**config.mk**
```make
export PLATFORM = sky130hd
export DESIGN_NAME = sid_multi_regs
export DESIGN_NICKNAME = d
export VERILOG_FILES = /design/src/rtl/sid_pkg.sv /design/src/rtl/sid_multi_regs_magic_cfg.sv /design/src/rtl/sid_multi_regs.sv
export SDC_FILE = /design/constraint.sdc
export NUM_CORES = 1
export LEC_CHECK = 0
export CAP_MARGIN = 10
export CORE_AREA = 2 2 253 255
export DETAILED_ROUTE_END_ITERATION = 6
export DIE_AREA = 0 0 255 257
export GPL_TIMING_DRIVEN = 0
export SYNTH_ARGS = -nofsm -noshare
export SYNTH_HDL_FRONTEND = slang
export SYNTH_SLANG_ARGS = --single-unit
```
**constraint.sdc**
```tcl
create_clock -name clk -period 3.5 [get_ports clk]
set_input_delay 0.7 -clock clk [delete_from_list [all_inputs] [get_ports clk]]
set_output_delay 0.7 -clock clk [all_outputs]
set_load 0.01 [all_outputs]
```
**src/rtl/sid_pkg.sv**
```systemverilog
// Shared types and constants for the multi-SID register front end.
package sid;

  typedef struct packed {
    logic [4:0] addr;
    logic [7:0] data;
    logic       we;
    logic       oe;
    logic       res;
  } bus_i_t;

  // Read-only bytes 0x19..0x1C: potx, poty, osc3, env3
  typedef struct packed {
    logic [3:0][7:0] bytes;
  } reg_o_t;

  typedef struct packed {
    logic [31:0][7:0] bytes;
  } reg_i_t;

  typedef enum logic {
    MOS6581 = 1'b0,
    MOS8580 = 1'b1
  } sid_model_e;

  typedef enum logic [1:0] {
    ADDR_D400 = 2'd0,
    ADDR_D420 = 2'd1,
    ADDR_D500 = 2'd2,
    ADDR_DE00 = 2'd3
  } sid_addr_e;

  typedef struct packed {
    sid_model_e model;
    sid_addr_e  addr;
    logic [7:0] fc_base;
    logic [7:0] fc_offset;
  } cfg_t;

  typedef enum logic [1:0] {
    MAGIC_IDLE     = 2'd0,
    MAGIC_KEY1     = 2'd1,
    MAGIC_UNLOCKED = 2'd2
  } magic_state_e;

  localparam logic [7:0] SID_MAGIC_KEY1     = 8'h52;
  localparam logic [7:0] SID_MAGIC_KEY2     = 8'h44;
  localparam logic [4:0] SID_MAGIC_CMD_ADDR = 5'h1F;
  localparam logic [4:0] SID_MAGIC_KEY_ADDR = 5'h1E;
  localparam logic [4:0] SID_RO_FIRST       = 5'h19;
  localparam logic [4:0] SID_RO_LAST        = 5'h1C;

  localparam cfg_t SID_CFG_RESET = '{
    model:     MOS6581,
    addr:      ADDR_D420,
    fc_base:   8'h00,
    fc_offset: 8'h00
  };

  function automatic logic is_ro_addr(input logic [4:0] a);
    return (a >= SID_RO_FIRST) && (a <= SID_RO_LAST);
  endfunction

endpackage

```
**src/rtl/sid_multi_regs_magic_cfg.sv**
```systemverilog
// Per-SID magic-key unlock sequence that updates the SID configuration.
module sid_magic_cfg
  import sid::*;
(
  input  logic       clk,
  input  logic       rst,
  input  logic       bus_res,
  input  logic       wr_en,
  input  logic [4:0] addr,
  input  logic [7:0] data,
  output cfg_t       cfg
);

  magic_state_e state_reg, state_next;
  cfg_t         cfg_reg, cfg_next;

  always_comb begin
    state_next = state_reg;
    cfg_next   = cfg_reg;
    if (wr_en) begin
      case (state_reg)
        MAGIC_IDLE: begin
          if (addr == SID_MAGIC_KEY_ADDR && data == SID_MAGIC_KEY1)
            state_next = MAGIC_KEY1;
        end
        MAGIC_KEY1: begin
          // Any write other than the second key breaks the sequence
          state_next = (addr == SID_MAGIC_KEY_ADDR && data == SID_MAGIC_KEY2)
                       ? MAGIC_UNLOCKED : MAGIC_IDLE;
        end
        MAGIC_UNLOCKED: begin
          if (addr == SID_MAGIC_CMD_ADDR) begin
            state_next = MAGIC_IDLE;
            case (data[7:6])
              2'b00:   cfg_next.model = sid_model_e'(data[0]);
              2'b01:   cfg_next.addr  = sid_addr_e'(data[1:0]);
              default: ;
            endcase
          end
        end
        default: state_next = MAGIC_IDLE;
      endcase
    end
  end

  always_ff @(posedge clk) begin
    if (rst) begin
      state_reg <= MAGIC_IDLE;
      cfg_reg   <= SID_CFG_RESET;
    end else if (bus_res) begin
      state_reg <= MAGIC_IDLE;
    end else begin
      state_reg <= state_next;
      cfg_reg   <= cfg_next;
    end
  end

  assign cfg = cfg_reg;

endmodule

```
**src/rtl/sid_multi_regs.sv**
```systemverilog
// Multi-SID register file with floating-bus latch and magic config unlock.
// Optional build macro SID_BUS_DECAY_EN adds the bus latch decay counter.
module sid_multi_regs
  import sid::*;
#(
  parameter int N_SID       = 2,
  parameter int DECAY_TICKS = 2000
) (
  input  logic                   clk,
  input  logic                   rst,
  input  logic                   phi2,
  input  bus_i_t                 bus_i,
  input  logic [N_SID-1:0]       cs,
  input  reg_o_t [N_SID-1:0]     reg_o,
  output reg_i_t [N_SID-1:0]     reg_i,
  output cfg_t   [N_SID-1:0]     cfg,
  output logic   [7:0]           data_o
);

  logic       bus_res;
  logic       wr_any;
  logic       rd_any;
  logic       rd_is_ro;
  logic [4:0] ro_off;
  logic [7:0] rd_ro_byte;
  logic [7:0] rd_data;
  logic [7:0] latch_reg;
  logic [7:0] data_o_reg;
  logic       decay_expire;
  reg_i_t     reg_i_reg [N_SID];

  // Bus reset wins over any access in the same tick; a write wins over a read
  assign bus_res  = phi2 & bus_i.res;
  assign wr_any   = phi2 & ~bus_i.res & bus_i.we & (|cs);
  assign rd_any   = phi2 & ~bus_i.res & bus_i.oe & ~bus_i.we & (|cs);
  assign rd_is_ro = is_ro_addr(bus_i.addr);
  assign ro_off   = bus_i.addr - SID_RO_FIRST;

  always_comb begin
    rd_ro_byte = 8'h00;
    for (int k = N_SID - 1; k >= 0; k--) begin
      if (cs[k]) rd_ro_byte = reg_o[k].bytes[ro_off[1:0]];
    end
  end

  assign rd_data = rd_is_ro ? rd_ro_byte : latch_reg;

`ifdef SID_BUS_DECAY_EN
  localparam int CW = $clog2(DECAY_TICKS + 1);
  logic [CW-1:0] decay_reg;

  always_ff @(posedge clk) begin
    if (rst || bus_res) begin
      decay_reg <= '0;
    end else if (wr_any || rd_any) begin
      decay_reg <= CW'(DECAY_TICKS);
    end else if (phi2 && decay_reg != '0) begin
      decay_reg <= decay_reg - 1'b1;
    end
  end

  assign decay_expire = phi2 & ~bus_res & ~wr_any & ~rd_any & (decay_reg == CW'(1));
`else
  assign decay_expire = 1'b0;
`endif

  always_ff @(posedge clk) begin
    if (rst || bus_res) begin
      latch_reg <= 8'h00;
    end else if (wr_any) begin
      latch_reg <= bus_i.data;
    end else if (rd_any && rd_is_ro) begin
      latch_reg <= rd_ro_byte;
    end else if (decay_expire) begin
      latch_reg <= 8'h00;
    end
  end

  always_ff @(posedge clk) begin
    if (rst) begin
      data_o_reg <= 8'h00;
    end else if (rd_any) begin
      data_o_reg <= rd_data;
    end
  end

  assign data_o = data_o_reg;

  for (genvar gi = 0; gi < N_SID; gi++) begin : g_sid
    always_ff @(posedge clk) begin
      if (rst || bus_res) begin
        reg_i_reg[gi] <= '0;
      end else if (wr_any && cs[gi]) begin
        reg_i_reg[gi].bytes[bus_i.addr] <= bus_i.data;
      end
    end

    assign reg_i[gi] = reg_i_reg[gi];

    sid_magic_cfg u_magic (
      .clk     (clk),
      .rst     (rst),
      .bus_res (bus_res),
      .wr_en   (wr_any & cs[gi]),
      .addr    (bus_i.addr),
      .data    (bus_i.data),
      .cfg     (cfg[gi])
    );
  end

endmodule

```
==> impl_metrics.csv, run 1 <==
group,metric,value,unit
timing,setup_viol,0,
floorplan,die-height,257,um
setup_path,end_kind,"flip-flop",
timing,tns,0,ns
timing,tightest_slew,1.15,ns
power_and_ir_drop,power.share.sequential,49.8,%
synthesis,ys_ff_latch,538,
drt,vias,14600,
power_and_ir_drop,intPower,11.6,mW
global_route,grt_usage,23.7,%
drt,postRouteWirelength,79000,um
synthesis,ys_warn_count,0,
cts,holdBufCountCts,0,
global_route,grt_max_degree,16,
final_layout,finalInstanceArea,30800,um^2
setup_path,required,3.80,ns
cts,clk_latency,0.62,ns
synthesis,synth.distinct_cells,45,
final_layout,nNetsFinal,2274,
floorplan,die-width,255,um
synthesis,ys.flop_type,"edfxtp_1",
power_and_ir_drop,vdd_ir_drop_max,0.371,mV
cts,clk_pin_slew_worst_paths,0.06,ns
power_and_ir_drop,combPwrFrac,11.7,%
floorplan,start_util,34.4,%
final_layout,utilization,49.1,%
cts,clk_path_buf_depth,3,
timing,hold_viol_final,0,
run,drv_cap,0,
final_layout,fillers,5499,
setup_path,slowest_delay,0.71,ns
power_and_ir_drop,power.density,495,nW/um^2
drt,drt-pass1-iter-count,5,
floorplan,ioPinCount,643,
global_route,overflow,0,
floorplan,die-area,65500,um^2
floorplan,core,62700,um^2
global_route,antenna_found_initial,3,
cts,cts_num_sinks,538,
synthesis,async_reset_ff_share,0,%
setup_path,worst-path-buf-inv,3,
synthesis,synth_cells,1476,
global_route,grt_pass1_wl,110000,um
drt,first_iter_violations,1009,
synthesis,syn_area,21600,um^2
drt,wl_met3,6310,um
power_and_ir_drop,leakage,11.1,nW
cts,numCtsBuffers,57,
setup_path,cpLargestDelayFamily,"buffers and inverters",
power_and_ir_drop,netSwitchingFraction,23.8,%
cts,tritoncts,"done",
global_route,grt_pass1_vias,14800,
setup_path,cp_max_fo,10,
timing,fin_skew,0.0273,ns
cts,cts_root_buf,"clkbuf_16",
place,port_buffers,604,
setup_path,start_kind,"input pin",
drt,wl_per_cell,25.7,um
place,gp_congestion,0.821,
cts,cts_max_level,2,
drt,topRoutingLayerUsed,"met4",
power_and_ir_drop,switchingPower,3.62,mW
run_status,status,"finished, final reports clean",
timing,period_share,99.3,%
synthesis,synth-edff-count,512,
floorplan,std_cell_rows,92,
place,dp_hpwl,59400,um
setup_path,cp_slowest_cell,"o21ai_0",
timing,slew_headroom,23.0,%
power_and_ir_drop,pwr-share-clk,38.5,%
timing,fmax,288,MHz
final_layout,area_growth,42.6,%
timing,final_max_slew_viol_count,0,
final_layout,drive_gt1_share,7.71,%
synthesis,synth_area_per_cell,14.6,um^2
timing,rsz0062_at_grt,"yes",
drt,wl_met1,29500,um
setup_path,critPathKind,"input pin to flip-flop",
place,placed_area,28900,um^2
timing,period_needed,3.48,ns
synthesis,ys_seq_area_share,73.6,%
drt,vias_per_cell,4.74,
drt,dr_wl_met2,41300,um
setup_path,crit_chain,"clkdlybuf4s50_1, nor3b_4, nand4_1, clkbuf_1, o21ai_0, buf_2",
place,dpl_worst_slack,-1.21,ns
drt,ant_nets,0,
setup_path,crit_arrival,3.77,ns
drt,drc,0,
timing,fin_ws,0.0232,ns
final_layout,largest_register_ffs,512,
min_path,hold_path.class,"flip-flop to flip-flop",
## path summary, 6_finish.rpt
| kind | from | to | slack [ns] | cells after the start |
|---|---|---|---|---|
| max reg2reg | g_sid[1].u_magic.state_reg[0]$_SDFFE_PP0P_ | g_sid[1].u_magic.cfg[18]$_SDFFE_PP0P_ | 2.18 | 4 |
| min | g_sid[0].u_magic.cfg[17]$_SDFFE_PP0P_ | g_sid[0].u_magic.cfg[17]$_SDFFE_PP0P_ | 0.48 | 2 |
| min reg2reg | g_sid[0].u_magic.cfg[17]$_SDFFE_PP0P_ | g_sid[0].u_magic.cfg[17]$_SDFFE_PP0P_ | 0.48 | 2 |
| max | phi2 | reg_i_reg[0][19]$_DFFE_PP_ | 0.02 | 6 |
## through the flow
step                hold slack [ns]  power (mW)  std cells
CTS                           0.482        15.3       3074
finish                        0.481        15.2       3077
floorplan                     0.456        8.24       1507
detailed placement            0.469        9.51       2965
global route                  0.516        15.7       3076
global placement              0.462        9.49       2957
## cell families (layout without fill, tap and decap cells)
family | count (synthesis) | after routing | synth area share, %
buf+inv | 135 | 858 | 3.03
flops | 538 | 538 | 73.6
simple gates | 657 | 657 | 18.2
mux | 24 | 24 | 1.57
other cells | 1 | 33 | 0.0174
compound gates | 117 | 117 | 3.38
fa+ha+maj | 4 | 4 | 0.232
## area by class of cell
cell class	instances	area, um^2	share of cell area (%)
antenna	1	2.50	0.00812
buffer	131	651	2.11
clock buffer	75	1520	4.92
clock inverter	29	273	0.885
inverter	3	11.3	0.0365
multi-input combinational	834	5260	17.1
sequential	538	15900	51.6
tap	846	1060	3.44
timing repair buffer	620	6150	20.0
## routing by layer
layer	vias up	global-route usage, %
met1	7281	27.6
met3	95	6.33
met5	-	0
met4	0	6.06
li1	6568	-
met2	626	42.9
## timing repair
action,in CTS,in global routing
setup endpoints to repair,392,195
resized for setup,56,27
buffers inserted,5,1
cloned,0,0
pin swaps,3,1
## cell usage in the layout (no fill, tap or decap), drive strengths merged, types with 8 or more instances in the layout
cell	count
o21ai	72
and2	513
conb	32
clkdlybuf4s50	604
nand2	14
nor2	72
buf	60
o22a	8
clkbuf	161
mux4	8
a21oi	8
edfxtp	512
mux2i	16
nand4	10
a221o	16
clkinv	21
a211oi	8
nand3	9
dfxtp	26
## power by group through the flow
stage / Sequential [mW] / Combinational (mW) / Clock (mW)
detailed placement: 7.73 / 1.78 / 0
floorplan: 7.90 / 0.343 / 0
global route: 7.62 / 1.86 / 6.20
CTS: 7.60 / 1.80 / 5.95
global placement: 7.72 / 1.76 / 0
finish: 7.59 / 1.78 / 5.87
## synth_stat cells, drive strengths merged (4+ instances only)
cell | n | area share [%]
nand3 | 9 | 0.21
nand3b | 5 | 0.17
dfxtp | 26 | 2.4
a211oi | 8 | 0.28
mux4 | 8 | 0.83
buf | 43 | 1.4
nand2 | 14 | 0.24
a221o | 16 | 0.74
mux2i | 16 | 0.74
a21oi | 8 | 0.19
clkbuf | 89 | 1.5
ha | 4 | 0.23
nor2 | 72 | 1.3
o22a | 8 | 0.32
o21ai | 72 | 1.7
nor4 | 5 | 0.14
edfxtp | 512 | 71
nand4 | 10 | 0.29
nor3 | 7 | 0.19
and2 | 513 | 15
## worst min-delay path, cell delays in order (launching register included)
cell	delay [ns]
dfxtp_1	0.31
o21ai_0	0.07
a21oi_1	0.06
Note: power is estimated with default switching activity, not from simulation.
==> run 2: changes to the inputs <==
--- a/config.mk
+++ b/config.mk
@@ -9,7 +9,6 @@
 export CORE_AREA = 2 2 253 255
 export DETAILED_ROUTE_END_ITERATION = 6
 export DIE_AREA = 0 0 255 257
-export GPL_TIMING_DRIVEN = 0
 export SYNTH_ARGS = -nofsm -noshare
 export SYNTH_HDL_FRONTEND = slang
 export SYNTH_SLANG_ARGS = --single-unit
==> run 2 against run 1 <==
Against the previous run: total power down 1.7%; register-to-register slack about the same; first-iteration DRC count down 22%; critical endpoint is now reg_i_reg[1][184]$_SDFFCE_PN0P_; hold slack better by 0.010 ns; core utilization down 0.13 points; clock power down 3.7%; worst setup slack better by 0.93 ns; wire length down 8.6%; final cell count down 1.3%; sequential power about the same; flip-flop and latch count unchanged; clock skew down 0.021 ns.
==> impl_metrics.csv, run 2 (synthesis results as in run 1) <==
group,metric,value,unit
final_layout,finalInstanceArea,30700,um^2
setup_path,slowest_delay,0.70,ns
final_layout,largest_register_ffs,512,
setup_path,crit_end,"reg_i_reg[1][184]$_SDFFCE_PN0P_",
run_status,status,"finished, final reports clean",
setup_path,worst-path-buf-inv,2,
global_route,antenna_found_initial,2,
cts,cts_max_level,2,
setup_path,crit_arrival,3.01,ns
final_layout,nNetsFinal,2234,
drt,drc,0,
cts,tritoncts,"done",
cts,clk_pin_slew_worst_paths,0.06,ns
place,gp_congestion,0.818,
cts,clk_path_buf_depth,3,
setup_path,cp_slowest_cell,"clkdlybuf4s50_1",
power_and_ir_drop,switchingPower,3.49,mW
setup_path,end_kind,"flip-flop",
power_and_ir_drop,vdd_ir_drop_max,0.350,mV
drt,ant_nets,0,
drt,first_iter_violations,782,
timing,tightest_slew,1.06,ns
floorplan,ioPinCount,643,
timing,fmax,393,MHz
setup_path,crit_start,"phi2",
power_and_ir_drop,pwr-share-clk,37.7,%
timing,hold_viol_final,0,
place,dp_hpwl,50400,um
setup_path,crit_cells,6,
drt,vias,14400,
global_route,overflow,0,
floorplan,die-width,255,um
run,drv_cap,0,
timing,tns,0,ns
setup_path,cp_max_fo,14,
drt,vias_per_cell,4.73,
setup_path,reg2regPathDepth,4,
global_route,grt_usage,21.7,%
setup_path,required,3.97,ns
cts,numCtsBuffers,56,
drt,drt-pass1-iter-count,7,
setup_path,timing.rr.end,"g_sid[0].u_magic.cfg[18]$_SDFFE_PP0P_",
place,dpl_worst_slack,0.370,ns
setup_path,r2r-start,"g_sid[0].u_magic.state_reg[0]$_SDFFE_PP0P_",
final_layout,layout_common_cells,"clkdlybuf4s50_1, and2_1, edfxtp_1, buf_4, nor2_1",
drt,postRouteWirelength,72200,um
timing,slew_headroom,29.5,%
cts,cts_root_buf,"clkbuf_16",
floorplan,die-height,257,um
setup_path,cpLargestDelayFamily,"simple AND/OR/NAND/NOR gates",
final_layout,final_common_cell,"clkdlybuf4s50_1",
setup_path,critPathKind,"input pin to flip-flop",
floorplan,start_util,34.4,%
final_layout,utilization,49.0,%
place,port_buffers,610,
final_layout,drive_gt1_share,9.22,%
final_layout,area_growth,42.2,%
global_route,grt_max_degree,66,
cts,cts_resized,0,
final_layout,fillers,5392,
global_route,grt_pass1_wl,102000,um
power_and_ir_drop,netSwitchingFraction,23.3,%
cts,cts_num_sinks,538,
floorplan,std_cell_rows,92,
cts,postCtsSetupBuffers,0,
drt,wl_per_cell,23.8,um
floorplan,core,62700,um^2
power_and_ir_drop,intPower,11.5,mW
setup_path,r2r_slack,2.19,ns
timing,rsz0062_at_grt,"no",
timing,fin_skew,0.00639,ns
final_layout,multi_input_area,5190,um^2
power_and_ir_drop,power.density,488,nW/um^2
place,placed_area,29000,um^2
timing,timing.hold.ws,0.492,ns
power_and_ir_drop,combPwrFrac,11.8,%
final_layout,regArea,15900,um^2
floorplan,die-area,65500,um^2
timing,setup_viol,0,
setup_path,start_kind,"input pin",
min_path,hold_path.class,"flip-flop to flip-flop",
timing,period_needed,2.54,ns
setup_path,crit_chain,"clkdlybuf4s50_1, nor3b_4, nand4_1, buf_4, nor2_1, and2_1",
timing,fin_ws,0.956,ns
timing,period_share,72.7,%
cts,holdBufCountCts,0,
timing,final_max_slew_viol_count,0,
global_route,grt_pass1_vias,14400,
power_and_ir_drop,power.share.sequential,50.5,%
power_and_ir_drop,leakage,11.2,nW
cts,clk_latency,0.58,ns
-- run 2: cell types whose count changed in the layout (fill, tap and decap cells not counted), sizes merged --
cell           delta
clkbuf           -89
buf              +50
clkdlybuf4s15     -1
clkinvlp          -1
inv               +1
clkinv            +3
bufinv            -1
clkdlybuf4s50     -2
-- run 2: cell type report --
class / count / area share [%]
diodes: 1 / 0.00814
clock buffers: 72 / 4.82
clock inverters: 31 / 0.770
inverters: 3 / 0.0366
multi-input cells: 834 / 16.9
flip-flops and latches: 538 / 51.7
well taps: 846 / 3.44
repair buffers: 712 / 22.3
-- run 2: worst min-delay path by stage --
| stage | start | endpoint | slack, ns | depth (start not counted) |
|---|---|---|---|---|
| floorplan | latch_reg[0]$_SDFFE_PP0P_ | data_o[0]$_SDFFE_PP0P_ | 0.46 | 1 |
| global placement | g_sid[1].u_magic.cfg[17]$_SDFFE_PP0P_ | g_sid[1].u_magic.cfg[17]$_SDFFE_PP0P_ | 0.47 | 2 |
| detailed placement | latch_reg[2]$_SDFFE_PP0P_ | data_o[2]$_SDFFE_PP0P_ | 0.48 | 1 |
| CTS | latch_reg[0]$_SDFFE_PP0P_ | data_o[0]$_SDFFE_PP0P_ | 0.49 | 1 |
| global route | latch_reg[3]$_SDFFE_PP0P_ | latch_reg[3]$_SDFFE_PP0P_ | 0.50 | 1 |
| finish | latch_reg[0]$_SDFFE_PP0P_ | data_o[0]$_SDFFE_PP0P_ | 0.49 | 1 |
-- run 2: metal layers --
metal / vias up / part of all wire (%) / GRT usage [%]
li1: 6495 / - / -
met1: 7206 / 39 / 26.0
met2: 563 / 52 / 39.0
met3: 90 / 7.0 / 4.96
met4: 0 / 2.2 / 5.38
met5: - / 0 / 0
-- run 2: power groups by stage --
stage               clock [mW]  sequential [mW]  combinational, mW
detailed placement           0             7.71               1.79
global route              6.01             7.60               1.85
finish                    5.65             7.57               1.77
global placement             0             7.70               1.79
CTS                       5.76             7.57               1.80
floorplan                    0             7.90              0.343
-- run 2: through the flow --
step	std cells	total power, mW
global placement	2933	9.48
detailed placement	2933	9.50
global route	3036	15.5
CTS	3036	15.1
floorplan	1507	8.24
finish	3037	15.0
==> run 3: changes to the inputs <==
==> constraint.sdc (replaced) <==
create_clock -name clk -period 2.6 [get_ports clk]
set_input_delay 0.52 -clock clk [delete_from_list [all_inputs] [get_ports clk]]
set_output_delay 0.52 -clock clk [all_outputs]
set_load 0.01 [all_outputs]
==> run 3 against run 2 <==
Against the previous run: flip-flop and latch count is the same; cell area increased by 2.6%; global-route usage fell by 0.33 points; highest routed layer unchanged; non-clock buffer count grew 56; core utilization up 1.3 points; hold slack got worse by 0.11 ns; worst setup slack worse by 0.77 ns; count of clock-buffer cells in the layout fell by 5; critical path depth rose by 1.
==> impl_metrics.csv, run 3 (synthesis results as in run 1) <==
group,metric,value,unit
setup_path,required,3.12,ns
cts,numCtsBuffers,57,
timing,setup_viol,0,
drt,first_iter_violations,894,
cts,clk_path_buf_depth,3,
min_path,hold_path.class,"input pin to flip-flop",
timing,hold_viol_final,0,
timing,final_max_slew_viol_count,0,
drt,vias,14300,
cts,cts_num_sinks,538,
floorplan,ioPinCount,643,
drt,wl_per_cell,23.1,um
global_route,antenna_found_initial,2,
cts,clk_pin_slew_worst_paths,0.07,ns
place,dp_hpwl,50000,um
final_layout,finalInstanceArea,31500,um^2
setup_path,start_kind,"input pin",
place,port_buffers,610,
cts,postCtsSetupBuffers,0,
global_route,overflow,0,
power_and_ir_drop,leakage,11.7,nW
floorplan,core,62700,um^2
place,placed_area,29700,um^2
final_layout,nNetsFinal,2291,
setup_path,crit_arrival,2.93,ns
final_layout,fillers,5341,
setup_path,cp_max_fo,8,
power_and_ir_drop,power.density,658,nW/um^2
floorplan,die-area,65500,um^2
timing,slew_headroom,29.4,%
global_route,grt_pass1_wl,101000,um
final_layout,drive_gt1_share,12.2,%
final_layout,utilization,50.3,%
timing,tightest_slew,1.06,ns
setup_path,critPathKind,"input pin to flip-flop",
power_and_ir_drop,vdd_ir_drop_max,0.570,mV
timing,rsz0062_at_grt,"no",
drt,postRouteWirelength,71600,um
drt,ant_nets,0,
cts,cts_root_buf,"clkbuf_16",
final_layout,layout_common_cells,"clkdlybuf4s50_1, and2_1, edfxtp_1, buf_4, nor2_1",
floorplan,die-height,257,um
run_status,status,"finished, final reports clean",
global_route,grt_max_degree,69,
final_layout,area_growth,45.9,%
cts,cts_max_level,2,
place,gp_congestion,0.821,
timing,period_share,92.7,%
timing,fin_skew,0.0176,ns
cts,holdBufCountCts,0,
final_layout,final_common_cell,"clkdlybuf4s50_1",
timing,fin_ws,0.190,ns
floorplan,start_util,34.4,%
cts,tritoncts,"done",
cts,cts_resized,0,
timing,fmax,415,MHz
global_route,grt_pass1_vias,14400,
timing,timing.hold.ws,0.386,ns
timing,period_needed,2.41,ns
run,drv_cap,0,
floorplan,die-width,255,um
drt,vias_per_cell,4.63,
setup_path,end_kind,"flip-flop",
cts,clk_latency,0.60,ns
drt,drt-pass1-iter-count,5,
global_route,grt_usage,21.3,%
drt,drc,0,
final_layout,largest_register_ffs,512,
floorplan,std_cell_rows,92,
place,dpl_worst_slack,-0.391,ns
run 3: report_power, final:
part	total, mW	switching, mW	internal [mW]
clock	8.13	3.43	4.70
combinational	2.44	1.23	1.21
sequential	10.2	0.177	10.0
total	20.8	4.84	15.9
run 3: path summary, 6_finish.rpt:
kind | startpoint | cells after the start | to | slack [ns]
max | bus_i[12] | 7 | latch_reg[0]$_SDFFE_PP0P_ | 0.19
min | bus_i[7] | 5 | g_sid[0].u_magic.state_reg[1]$_SDFFE_PP0P_ | 0.39
max reg2reg | g_sid[0].u_magic.state_reg[0]$_SDFFE_PP0P_ | 4 | g_sid[0].u_magic.cfg[16]$_SDFFE_PP1P_ | 1.30
min reg2reg | latch_reg[4]$_SDFFE_PP0P_ | 1 | data_o[4]$_SDFFE_PP0P_ | 0.48
run 3: through the flow:
stage	cells	setup TNS (ns)	power [mW]
2_1_floorplan	1507	0	11.1
3_3_place_gp	2989	-6.21	12.8
3_5_place_dp	2989	-7.66	12.8
4_1_cts	3095	0	20.9
5_1_grt	3095	0	21.4
6_report	3097	0	20.8
run 3: cell type report:
type | instances | area (um^2) | share of cell area [%]
sequential | 538 | 15900 | 50.4
timing repair buffer | 768 | 7510 | 23.8
multi-input combinational | 834 | 5190 | 16.4
clock buffer | 67 | 1490 | 4.71
tap | 846 | 1060 | 3.36
clock inverter | 39 | 382 | 1.21
inverter | 3 | 11.3 | 0.0357
antenna | 2 | 5.00 | 0.0159
run 3: layer usage:
layer / vias up / global-route usage [%] / routed length (um)
met3: 99 / 5.53 / 5560
met5: - / 0 / 0
li1: 6601 / - / -
met4: 0 / 6.77 / 2110
met1: 7060 / 25.4 / 27400
met2: 566 / 37.5 / 36500
run 3: worst max-delay path, stage by stage:
cell and delay [ns]:
clkdlybuf4s50_1 0.49, inv_1 0.06, ha_1 0.20, nor4_1 0.34, nor3_1 0.13, a221oi_1 0.89
a221o_1 0.30
